`src/rtl/sort_mem_loader.sv`:
```
// sort_mem_loader: streams one frame into the sort memory, then kicks off the sort and waits for it to finish
//   clk, rst (async, active-high)
//   s_valid/s_data/s_last/s_ready : input word stream
//   mem_we/mem_addr/mem_wdata     : registered memory write port
//   sort_start/sort_len/sort_done : handshake with the sort engine
//   busy, trunc                   : status (trunc = frame cut at DEPTH words)
module sort_mem_loader #(
  parameter int DATA_W = 16,
  parameter int ADDR_W = 8,
  parameter int DEPTH  = 256
) (
  input  logic              clk,
  input  logic              rst,
  input  logic              s_valid,
  input  logic [DATA_W-1:0] s_data,
  input  logic              s_last,
  output logic              s_ready,
  output logic              mem_we,
  output logic [ADDR_W-1:0] mem_addr,
  output logic [DATA_W-1:0] mem_wdata,
  output logic              sort_start,
  output logic [ADDR_W:0]   sort_len,
  input  logic              sort_done,
  output logic              busy,
  output logic              trunc
);
  typedef enum logic [2:0] {S_IDLE, S_LOAD, S_FLUSH, S_START, S_WAIT} state_t;
  localparam logic [ADDR_W:0] LAST_PTR = (ADDR_W+1)'(DEPTH - 1);
  state_t              state_q, state_d;
  logic [ADDR_W:0]     wr_ptr_q, wr_ptr_d;
  logic                mem_we_q, mem_we_d;
  logic [ADDR_W-1:0]   mem_addr_q, mem_addr_d;
  logic [DATA_W-1:0]   mem_wdata_q, mem_wdata_d;
  logic [ADDR_W:0]     sort_len_q, sort_len_d;
  logic                trunc_q, trunc_d;
  logic                accept, full, done;
  assign s_ready    = state_q == S_IDLE || state_q == S_LOAD;
  assign sort_start = state_q == S_START;
  assign busy       = state_q != S_IDLE;
  assign mem_we     = mem_we_q;
  assign mem_addr   = mem_addr_q;
  assign mem_wdata  = mem_wdata_q;
  assign sort_len   = sort_len_q;
  assign trunc      = trunc_q;
  assign accept     = s_valid & s_ready;
  assign full       = wr_ptr_q == LAST_PTR;
  assign done       = state_q == S_WAIT && sort_done;
  always_comb begin
    mem_we_d    = accept;
    mem_addr_d  = accept ? wr_ptr_q[ADDR_W-1:0] : mem_addr_q;
    mem_wdata_d = accept ? s_data : mem_wdata_q;
    wr_ptr_d    = accept ? wr_ptr_q + (ADDR_W+1)'(1) : done ? '0 : wr_ptr_q;
    trunc_d     = accept ? (state_q == S_LOAD && trunc_q) || (full && !s_last) : trunc_q;
    sort_len_d  = state_q == S_FLUSH ? wr_ptr_q : sort_len_q;
    state_d     = accept ? ((s_last || full) ? S_FLUSH : S_LOAD) :
                  state_q == S_FLUSH ? S_START :
                  state_q == S_START ? S_WAIT :
                  done ? S_IDLE : state_q;
  end
  always_ff @(posedge clk or posedge rst) begin
    if (rst) begin
      state_q     <= S_IDLE;
      wr_ptr_q    <= '0;
      mem_we_q    <= 1'b0;
      mem_addr_q  <= '0;
      mem_wdata_q <= '0;
      sort_len_q  <= '0;
      trunc_q     <= 1'b0;
    end else begin
      state_q     <= state_d;
      wr_ptr_q    <= wr_ptr_d;
      mem_we_q    <= mem_we_d;
      mem_addr_q  <= mem_addr_d;
      mem_wdata_q <= mem_wdata_d;
      sort_len_q  <= sort_len_d;
      trunc_q     <= trunc_d;
    end
  end
endmodule

```
`config.mk`:
```
export PLATFORM = sky130hd
export DESIGN_NAME = sort_mem_loader
export DESIGN_NICKNAME = d
export VERILOG_FILES = /design/src/rtl/sort_mem_loader.sv
export SDC_FILE = /design/constraint.sdc
export NUM_CORES = 1
export LEC_CHECK = 0
export CORE_ASPECT_RATIO = 1.75
export CORE_UTILIZATION = 34
export CTS_CLUSTER_SIZE = 25
export DETAILED_ROUTE_END_ITERATION = 16
export GPL_TIMING_DRIVEN = 0
export HOLD_SLACK_MARGIN = 0.06
export PLACE_DENSITY_LB_ADDON = 0.3
export SLEW_MARGIN = 20
export SYNTH_ARGS = -nofsm -noshare
export SYNTH_HDL_FRONTEND = slang
export SYNTH_SLANG_ARGS = --single-unit
```
`constraint.sdc`:
```
create_clock -name clk -period 2.08 [get_ports clk]
set_input_delay 0.208 -clock clk [delete_from_list [all_inputs] [get_ports clk]]
set_output_delay 0.208 -clock clk [all_outputs]
set_load 0.03 [all_outputs]
```
# After elaboration in Yosys (flattened, before gate mapping)
# Index checks and enable logic that the tools add are counted.
[word_totals] regBits=47 input_bits=21 output_inout_bits=38 wordCells=32
[op_classes] addsub=1 n_eq_ne=5 muxes=7 n_bitwise=1 reduce_logical=11
[op_table] cell="two-way mux 9 bit" count=2
[op_table] cell="two-way mux 3 bit" count=4
[op_table] cell="adder 9 x 1 -> 9 bit (second input constant)" count=1
[op_table] cell="equality test 9 x 8 -> 1 bit (second input constant)" count=1
[op_table] cell="equality test 3 x 2 -> 1 bit (second input constant)" count=2
[op_table] cell="nonzero test 4 bit" count=1
[op_table] cell="equality test 3 x 1 -> 1 bit (second input constant)" count=1
[op_table] cell="equality test 3 bit (second input constant)" count=1
[op_table] cell="logical AND 1 bit" count=3
[op_table] cell="logical NOT 3 bit" count=1
[op_table] cell="logical OR 1 bit" count=3
[op_table] cell="nonzero test 3 bit" count=1
[op_table] cell="two-way mux 2 bit" count=1
[op_table] cell="nonzero test 2 bit" count=1
[op_table] cell="bitwise AND 1 bit" count=1
[op_table] cell="logical NOT 1 bit" count=1

# Longest topological paths before layout
# Gate-level depths: netlist (run 1).
[depth] word_depth=6 ltp_mapped=8 ltp_nobuf=7

# Worst setup path after synthesis (run 1)
# No wires, ideal clock.
[synth_timing] path_kind="flip-flop to flip-flop" startpoint="register wr_ptr_q[2]" endpoint="register state_q[0]" setup_ps=129 t_arrival_ps=1458 required_time_ps=1951 path_slack_ps=493 path_stages_with_launch=8 path_buffers=1 synth_period_minus_slack_ps=1587 cell_sequence="dfrtp_1 clkbuf_1 nand4_1 nor3_1 ha_1 o21ai_0 a21oi_1 o21ai_0"
[synth_between] elab_chain_len=4
[synth_lines] element="start: declaration" line_no="30" source="logic [ADDR_W:0] wr_ptr_q, wr_ptr_d;"
[synth_lines] element="start signal: assignment" line_no="71" source="wr_ptr_q <= wr_ptr_d;"
[synth_lines] element="equality test 9 x 8 -> 1 bit" line_no="46" source="assign full = wr_ptr_q == LAST_PTR;"
[synth_lines] element="logical OR 1 bit" line_no="55" source="state_d = accept ? ((s_last || full) ? S_FLUSH : S_LOAD) :"
[synth_lines] element="two-way mux 2 bit" line_no="55"
[synth_lines] element="two-way mux 3 bit" line_no="55"
[synth_lines] element="end signal: assignment" line_no="70" source="state_q <= state_d;"
[synth_lines] element="end: declaration" line_no="29" source="state_t state_q, state_d;"
# No other way between the ends.
# A chain may end at the register's enable or synchronous reset.

# Final worst setup path (run 1)
[layout_timing] startpoint="register state_q[0]" endpoint="output sort_start"
[layout_between] elab_chain_len=1
[layout_lines] element="equality test 3 x 2 -> 1 bit" line_no="38" source="assign sort_start = state_q == S_START;"
[layout_lines] element="end: declaration" line_no="21" source="output logic sort_start,"
# No other way between the ends.

==> results of run 1 <==
-- through the flow --
stage                     setup TNS (ns)  worst slack, ns  area [um^2]
after floorplan                        0            0.493         2000
after global placement             -9.98           -0.214         2670
after detailed placement               0            0.136         2690
after CTS                              0            0.115         2770
after global routing                   0           0.0631         2770
final                                  0            0.150         2770
-- power breakdown --
group / switching (mW) / internal [mW]
Combinational: 1.13 / 0.834
Sequential: 0.232 / 1.25
Clock: 0.298 / 0.237
-- layout by cell type (no fill, tap or decap), drive strengths merged, types with 3 or more instances in the layout --
master,Yosys,layout
a21oi,3,3
buf,6,7
clkbuf,3,9
clkdlybuf4s50,0,57
dfrtp,47,47
inv,8,8
mux2,9,9
mux2i,3,3
nand2,79,79
nand3,3,3
nor3,4,4
o21ai,8,8
-- area by class of cell --
cell class | instances | area [um^2] | share of cell area
buffer | 8 | 68.8 | 0.0249
clock buffer | 7 | 76.3 | 0.0276
clock inverter | 1 | 5.00 | 0.00181
inverter | 8 | 30.0 | 0.0108
multi-input combinational | 131 | 718 | 0.259
sequential | 47 | 1180 | 0.425
tap | 76 | 95.1 | 0.0343
timing repair buffer | 59 | 599 | 0.216
-- worst max path at each step --
stage,endpoint,slack (ns)
after detailed placement,state_q[0],0.14
after floorplan,state_q[0],0.49
after global routing,sort_start,0.06
after CTS,state_q[0],0.11
final,sort_start,0.15
after global placement,sort_len[1],-0.21
-- registers in the layout, indices dropped and copies added, names as in the netlist --
name       flops
state_q        3
sort_len       9
wr_ptr_q       9
mem_wdata     16
mem_we         1
trunc          1
mem_addr       8
-- kinds of logic after synthesis --
family,after synthesis
buf+inv,17
simple gates,100
compound gates,16
fa+ha+maj,2
flops,47
mux,12
xor+xnor,1
-- per-layer routing --
layer,up-vias,track usage,share of wire
li1,755,-,-
met1,723,0.163,0.40
met2,37,0.276,0.55
met3,5,0.0336,0.040
met4,0,0.0537,0.015
met5,-,0,0
-- what timing repair did --
action                                  4_1_cts  5_1_grt
resized for setup                             1        0
endpoints found under the setup margin        1        2
endpoints found under the hold margin         0        0
pin swaps                                     0        1
==> metrics.cfg, run 1 <==
[worst_setup_path]
r2r_end = state_q[1]
length_in_cells_of_the_worst_reg_to_reg_path = 6
reg2reg_from = wr_ptr_q[2]
cp_slowest_cell = dfrtp_1
largest_driver_fanout_on_the_critical_path = 5
cp_top_family = buffers and inverters
number_of_buffers_and_inverters_on_the_critical_path = 3
timing.critical_path.required_ns = 1.87
crit_start = state_q[0]
cp_num_cells = 4
kind_of_end_point_of_the_critical_path = output port
cp-start-kind = flip-flop
worst-r2r-setup-slack_ns = 0.32
timing.critical_path.cells = inv_1, or3_1, inv_1, dlygate4sd2_1
cpMostUsedCell = inv_1
slowest_delay_ns = 0.46
worst-setup-path-type = flip-flop to output port
timing.critical_path.arrival_ns = 1.72

[sta]
min_period_ns = 1.93
max_clock_freq_ghz = 0.518
rsz0062_at_grt = no
worst_slew_margin_rel = 0.651
final.hold.worst_slack_ns = 0.252
finClkSkew_ns = 0.00714
timing.final.setup_violations = 0
post-route-period-util = 0.928
final-hold-violation-count = 0
final_max_slew_viol_count = 0
tightestPinTransition_ns = 0.521

[clock_network]
clock_insertion_delay_worst_skew_ns = 0.30
clock-sinks = 47
cts-htree-levels = 2
maximum_buffer_depth_of_the_clock_tree = 2
setup_fix_buffers_added_after_clock_tree_synthesis = 0
clk_pin_slew_worst_paths_ns = 0.09
clock-root-buffer = clkbuf_8
tritoncts = built
cts_made_buffers = 5
cts_hold_repair.buffers = 0

[layout]
antennaDiodeCount = 0
finalNetCount = 283
fin_util = 0.492
area_growth_pct = 38.7
n_fill_cell = 543
instances_no_fill = 337
drive_above_1_share = 0.103

[pwr]
leakage_nw = 1.32
totalPowerFinal_mw = 3.98
power_per_cell_area_nw_per_um2 = 1440
worst_ir_drop_vdd_mv = 0.804

[synthesis]
synth-edff-count = 0
synthTopCellsByCount = nand2_1 (79), dfrtp_1 (47), mux2_2 (9)
synth_top_family_by_area = simple AND/OR/NAND/NOR gates
synth_compound_area_frac = 0.0489
yosysTopAreaCellShare = 0.589
post_synth_and_or_nand_nor_area_fraction = 0.228
muxShareOfSynthArea = 0.0658
synth_cells = 195
ys_seq_area_frac = 0.589
synth-async-reset-ratio = 1.00
synth_most_common_cell = nand2_1
post-synth-top-area-cell = dfrtp_1
synth_cell_type_count = 32
postSynth.topFlopCell = dfrtp_1
mappedNetlistArea_um2 = 2000
syn_avg_cell_area_um2 = 10.2
ys_seq_elements = 47
yosysWarningCount = 0
synth_fa_ha_area_frac = 0.0125
synth_area_leaders = dfrtp_1 (59%), nand2_1 (15%), mux2_2 (5.1%)
synth.net_count = 218
post_synth_xor_area_fraction = 0.00439

[global_route]
grt_first_pass_wirelength_um = 6840
grt_use_total = 0.150
grt_max_degree = 26
globalRoute.totalOverflow = 0
antenna_found_initial = 0
first_global_vias = 1491

[job]
number_of_violations_of_the_max_capacitance_limit = 0

[placement]
number_of_cells_in_the_design_after_placement = 330
routabilityCongestion = 0.757
port-buffer-count = 58
post-dp-hpwl_um = 2990

[detailed_routing]
postRouteAntennaNets = 0
drt_drc_violations_left = 0
via_per_inst = 4.51
dr.first_iter.drc_count = 21
drt_pass1_iterations = 4
via_count_of_the_routed_design = 1520
wl_per_cell_um = 12.4
detail_route.wirelength_um = 4180

[floorplan]
rows = 36
die_footprint_um2 = 6200
die_height_um = 103
num_io_pins = 59
core_box_area_um2 = 5630
die_width_um = 59.9
start_util = 0.355

[min_path]
timing.hold.worst.class = primary input to asynchronous set/reset pin

[run_status]
outcome = finished, final reports clean

Note: power is estimated with default switching activity, not from simulation.
==> inputs of run 2 (changes only) <==
Settings changed: SETUP_SLACK_MARGIN set to 0.2.
==> run 2 against run 1 <==
Hold slack is essentially flat. Flip-flop and latch count is the same. Power grew 0.12%. Highest routed layer unchanged. Sequential share of layout area shrank 0.13 points. Cell count grew 0.30%. Worst setup slack gained 0.14 ns. Via count shrank 0.20%. Clock power is essentially flat. Largest power group unchanged. Clock-buffer cell count is the same. Global-route usage is the same. Routed wire length is the same. Non-clock buffer count grew 1.
==> metrics.cfg, run 2 (synthesis gave the netlist of run 1 again) <==
[run_status]
outcome = finished, final reports clean

[floorplan]
start_util = 0.355
die_width_um = 59.9
rows = 36
core_box_area_um2 = 5630
num_io_pins = 59
die_height_um = 103
die_footprint_um2 = 6200

[sta]
final-hold-violation-count = 0
final_max_slew_viol_count = 0
final.hold.worst_slack_ns = 0.252
finClkSkew_ns = 0.00727
timing.final.setup_violations = 0
tightestPinTransition_ns = 0.520
worst_slew_margin_rel = 0.652
post-route-period-util = 0.861
max_clock_freq_ghz = 0.559
min_period_ns = 1.79
rsz0062_at_grt = no

[clock_network]
clock_insertion_delay_worst_skew_ns = 0.30
cts_made_buffers = 5
cts-htree-levels = 2
clk_pin_slew_worst_paths_ns = 0.09
setup_fix_buffers_added_after_clock_tree_synthesis = 0
tritoncts = built
clock-sinks = 47
maximum_buffer_depth_of_the_clock_tree = 2
clock-root-buffer = clkbuf_8

[worst_setup_path]
slowest_delay_ns = 0.58
number_of_buffers_and_inverters_on_the_critical_path = 2
kind_of_end_point_of_the_critical_path = output port
timing.critical_path.cells = buf_6, nor2_1, nand2_1, clkdlybuf4s50_1
worst-setup-path-type = flip-flop to output port
worst-r2r-setup-slack_ns = 0.38
cp_slowest_cell = clkdlybuf4s50_1
largest_driver_fanout_on_the_critical_path = 9
timing.critical_path.required_ns = 1.87
cp_top_family = buffers and inverters
timing.critical_path.arrival_ns = 1.58
cp-start-kind = flip-flop

[pwr]
totalPowerFinal_mw = 3.99
leakage_nw = 1.34
worst_ir_drop_vdd_mv = 0.804
power_per_cell_area_nw_per_um2 = 1440

[detailed_routing]
via_count_of_the_routed_design = 1517
wl_per_cell_um = 12.4
drt_drc_violations_left = 0
detail_route.wirelength_um = 4180
dr.first_iter.drc_count = 23
drt_pass1_iterations = 4
via_per_inst = 4.49
postRouteAntennaNets = 0

[global_route]
grt_use_total = 0.150
first_global_vias = 1491
globalRoute.totalOverflow = 0
grt_first_pass_wirelength_um = 6840
grt_max_degree = 26
antenna_found_initial = 0

[layout]
area_growth_pct = 39.1
finalNetCount = 284
n_fill_cell = 544
antennaDiodeCount = 0
mostFrequentLayoutCells = nand2_1 (79), clkdlybuf4s50_1 (56), dfrtp_1 (47), mux2_2 (9), o21ai_0 (7)
fin_util = 0.493
layout.cells.most_common = nand2_1
largest_register_ffs = 16
drive_above_1_share = 0.115

[placement]
post-dp-hpwl_um = 2990
routabilityCongestion = 0.757
port-buffer-count = 58

[min_path]
timing.hold.worst.class = primary input to asynchronous set/reset pin

[job]
number_of_violations_of_the_max_capacitance_limit = 0

-- run 2: cell types whose count changed in the layout (fill, tap and decap cells not counted), sizes merged --
cell           previous run  this run
clkdlybuf4s50            57        56
clkbuf                    9        11
dlygate4sd2               1         0
dlymetal6s2s              0         1
-- run 2: final cells by class --
type | count | area [um^2] | area share
Tap cell | 76 | 95.1 | 0.0342
Timing Repair Buffer | 59 | 598 | 0.215
Buffer | 9 | 73.8 | 0.0266
Sequential cell | 47 | 1180 | 0.423
Clock inverter | 1 | 5.00 | 0.00180
Multi-Input combinational cell | 131 | 723 | 0.260
Clock buffer | 7 | 76.3 | 0.0275
Inverter | 8 | 30.0 | 0.0108
-- run 2: report_power, final --
group          internal, mW  total, mW  leakage (nW)  switching, mW
clock network         0.237      0.535        0.0422          0.298
logic                 0.836       1.99         0.679           1.15
registers              1.25       1.47         0.614          0.215
total                  2.33       3.99          1.34           1.66
-- run 2: per-stage QoR --
step | cell area, um^2 | worst slack, ns | instances | setup TNS [ns]
final | 2780 | 0.290 | 338 | 0
after global routing | 2780 | 0.207 | 338 | 0
after CTS | 2770 | 0.140 | 338 | 0
after detailed placement | 2690 | 0.136 | 330 | 0
after global placement | 2670 | -0.214 | 329 | -9.98
after floorplan | 2000 | 0.493 | 195 | 0
-- run 2: layer usage --
metal | wire length (um) | GRT usage | share of wire | vias up
li1 | - | - | - | 757
met1 | 1680 | 0.163 | 0.40 | 718
met2 | 2270 | 0.276 | 0.54 | 37
met3 | 168 | 0.0336 | 0.040 | 5
met4 | 64 | 0.0537 | 0.015 | 0
met5 | 0 | 0 | 0 | -
-- run 2: repair_timing --
item	4_1_cts	5_1_grt
pin swaps	1	1
gates resized for setup	2	4
endpoints found under the setup margin	3	4
hold buffers	0	0
-- run 2: worst reg2reg max path, delay by kind of cell (launching register included) --
| family | cells | cell delay [ns] |
|---|---|---|
| fa+ha+maj | 1 | 0.22 |
| simple gates | 3 | 0.63 |
| compound gates | 2 | 0.27 |
| buf+inv | 1 | 0.19 |
| flops | 1 | 0.33 |
-- run 2: path summary, 6_finish.rpt --
check                             from             to  cells after the start
min in group clk            s_data[12]  mem_wdata[12]                      3
max reg2reg                wr_ptr_q[2]     state_q[1]                      7
min                                rst    wr_ptr_q[4]                      2
max in group asynchronous          rst     state_q[2]                      3
max                         state_q[2]           busy                      4
min reg2reg                mem_addr[5]    mem_addr[5]                      2
==> variant, RTL diff (settings of run 1) <==
Change the parameter `DATA_W` from 16 to 32.
--- a/src/rtl/sort_mem_loader.sv
+++ b/src/rtl/sort_mem_loader.sv
@@ -5,7 +5,7 @@
 //   sort_start/sort_len/sort_done : handshake with the sort engine
 //   busy, trunc                   : status (trunc = frame cut at DEPTH words)
 module sort_mem_loader #(
-  parameter int DATA_W = 16,
+  parameter int DATA_W = 32,
   parameter int ADDR_W = 8,
   parameter int DEPTH  = 256
 ) (
Ports: changed (resized mem_wdata and s_data); port bits go from 59 to 91. No check against the original RTL was run, so the function may have changed too.
==> variant against run 1 <==
Sequential power shrank 13%; maximum frequency shrank 0.19%; first-iteration DRC count grew to 8.3 times the old value; area after synthesis grew 28%; worst setup slack lost 3.6 ps; critical path depth shrank 1; final area grew 41%; count of clock-buffer cells in the layout grew 6; global-route usage grew 1.6 points; combinational power shrank 86%; sequential cell count grew 16; routed wire length grew 40%; total power shrank 23%.
==> variant: results (changes against run 1) <==
register area share after synthesis=0.615 (was 0.589); Metal-1 WL=2310 um (was 1670 um); WL met3=263 um (was 168 um); DR pass1 iterations=5 (was 4); met2 Use GR=0.285 (was 0.276); Crit-path slowest cell=clkdlybuf4s50_1 (was dfrtp_1); Distinct cells, synth=36 (was 32); Area contributors post-synth=dfrtp_1 (62%), nand2_1 (18%), mux2_2 (4.0%) (was dfrtp_1 (59%), nand2_1 (15%), mux2_2 (5.1%)); Critical Path Sink=s_ready (was sort_start); grt met1 use=0.187 (was 0.163); Post-Synth XOR/XNOR Area=0.00342 (was 0.00439); global placement routability congestion=0.762 (was 0.757); clk root buf=clkbuf_16 (was clkbuf_8); status=finished, final reports clean (unchanged); Largest register FFs=32 (was 16); H-tree depth=3 (was 2); Reg2Reg Depth=8 (was 6); syn_area_per_cell=9.86 um2 (was 10.2 um2); final period utilization=0.930 (was 0.928); DR WL/cell=12.9 um (was 12.4 um); met2 routed wirelength=3140 um (was 2280 um); CP Max Fanout=10 (was 5); Final nets=401 (was 283); multiplexer share of the synthesized area=0.0474 (was 0.0658); via count=2108 (was 1520); dpl hpwl=4190 um (was 2990 um); P_leak=1.91 nW (was 1.32 nW); Place WS=156 ps (was 136 ps); DRT iter0 DRCs=175 (was 21)
variant: cell types whose count changed in the layout (fill, tap and decap cells not counted), sizes merged, moves of 3 or more:
cell / change
dfrtp: +16
clkdlybuf4s50: +31
nand2: +46
o21ai: -6
nor3: -3
clkbuf: +12
variant: layout make-up:
cell class,instances,area [um2]
timing repair buffer,91,930
buffer,14,72.6
inverter,6,25.0
clock buffer,13,270
multi-input combinational,177,891
sequential,63,1580
fill,679,3320
tap,86,108
clock inverter,3,40.0
variant: what timing repair did:
action	CTS	global route
endpoints found under the setup margin	1	1
buffers inserted	0	0
resized for setup	1	1
variant: where the power goes:
part	total (mW)	internal [mW]	switching (mW)
sequential	1.29	1.27	0.0247
clock	1.52	1.02	0.498
combinational	0.270	0.137	0.133
variant: logic make-up (layout without fill, tap and decap cells):
logic type	count (synthesis)	count (layout)
buf+inv	20	127
flops	63	63
mux	11	11
fa+ha+maj	2	2
compound gates	21	21
simple gates	142	142
xor+xnor	1	1
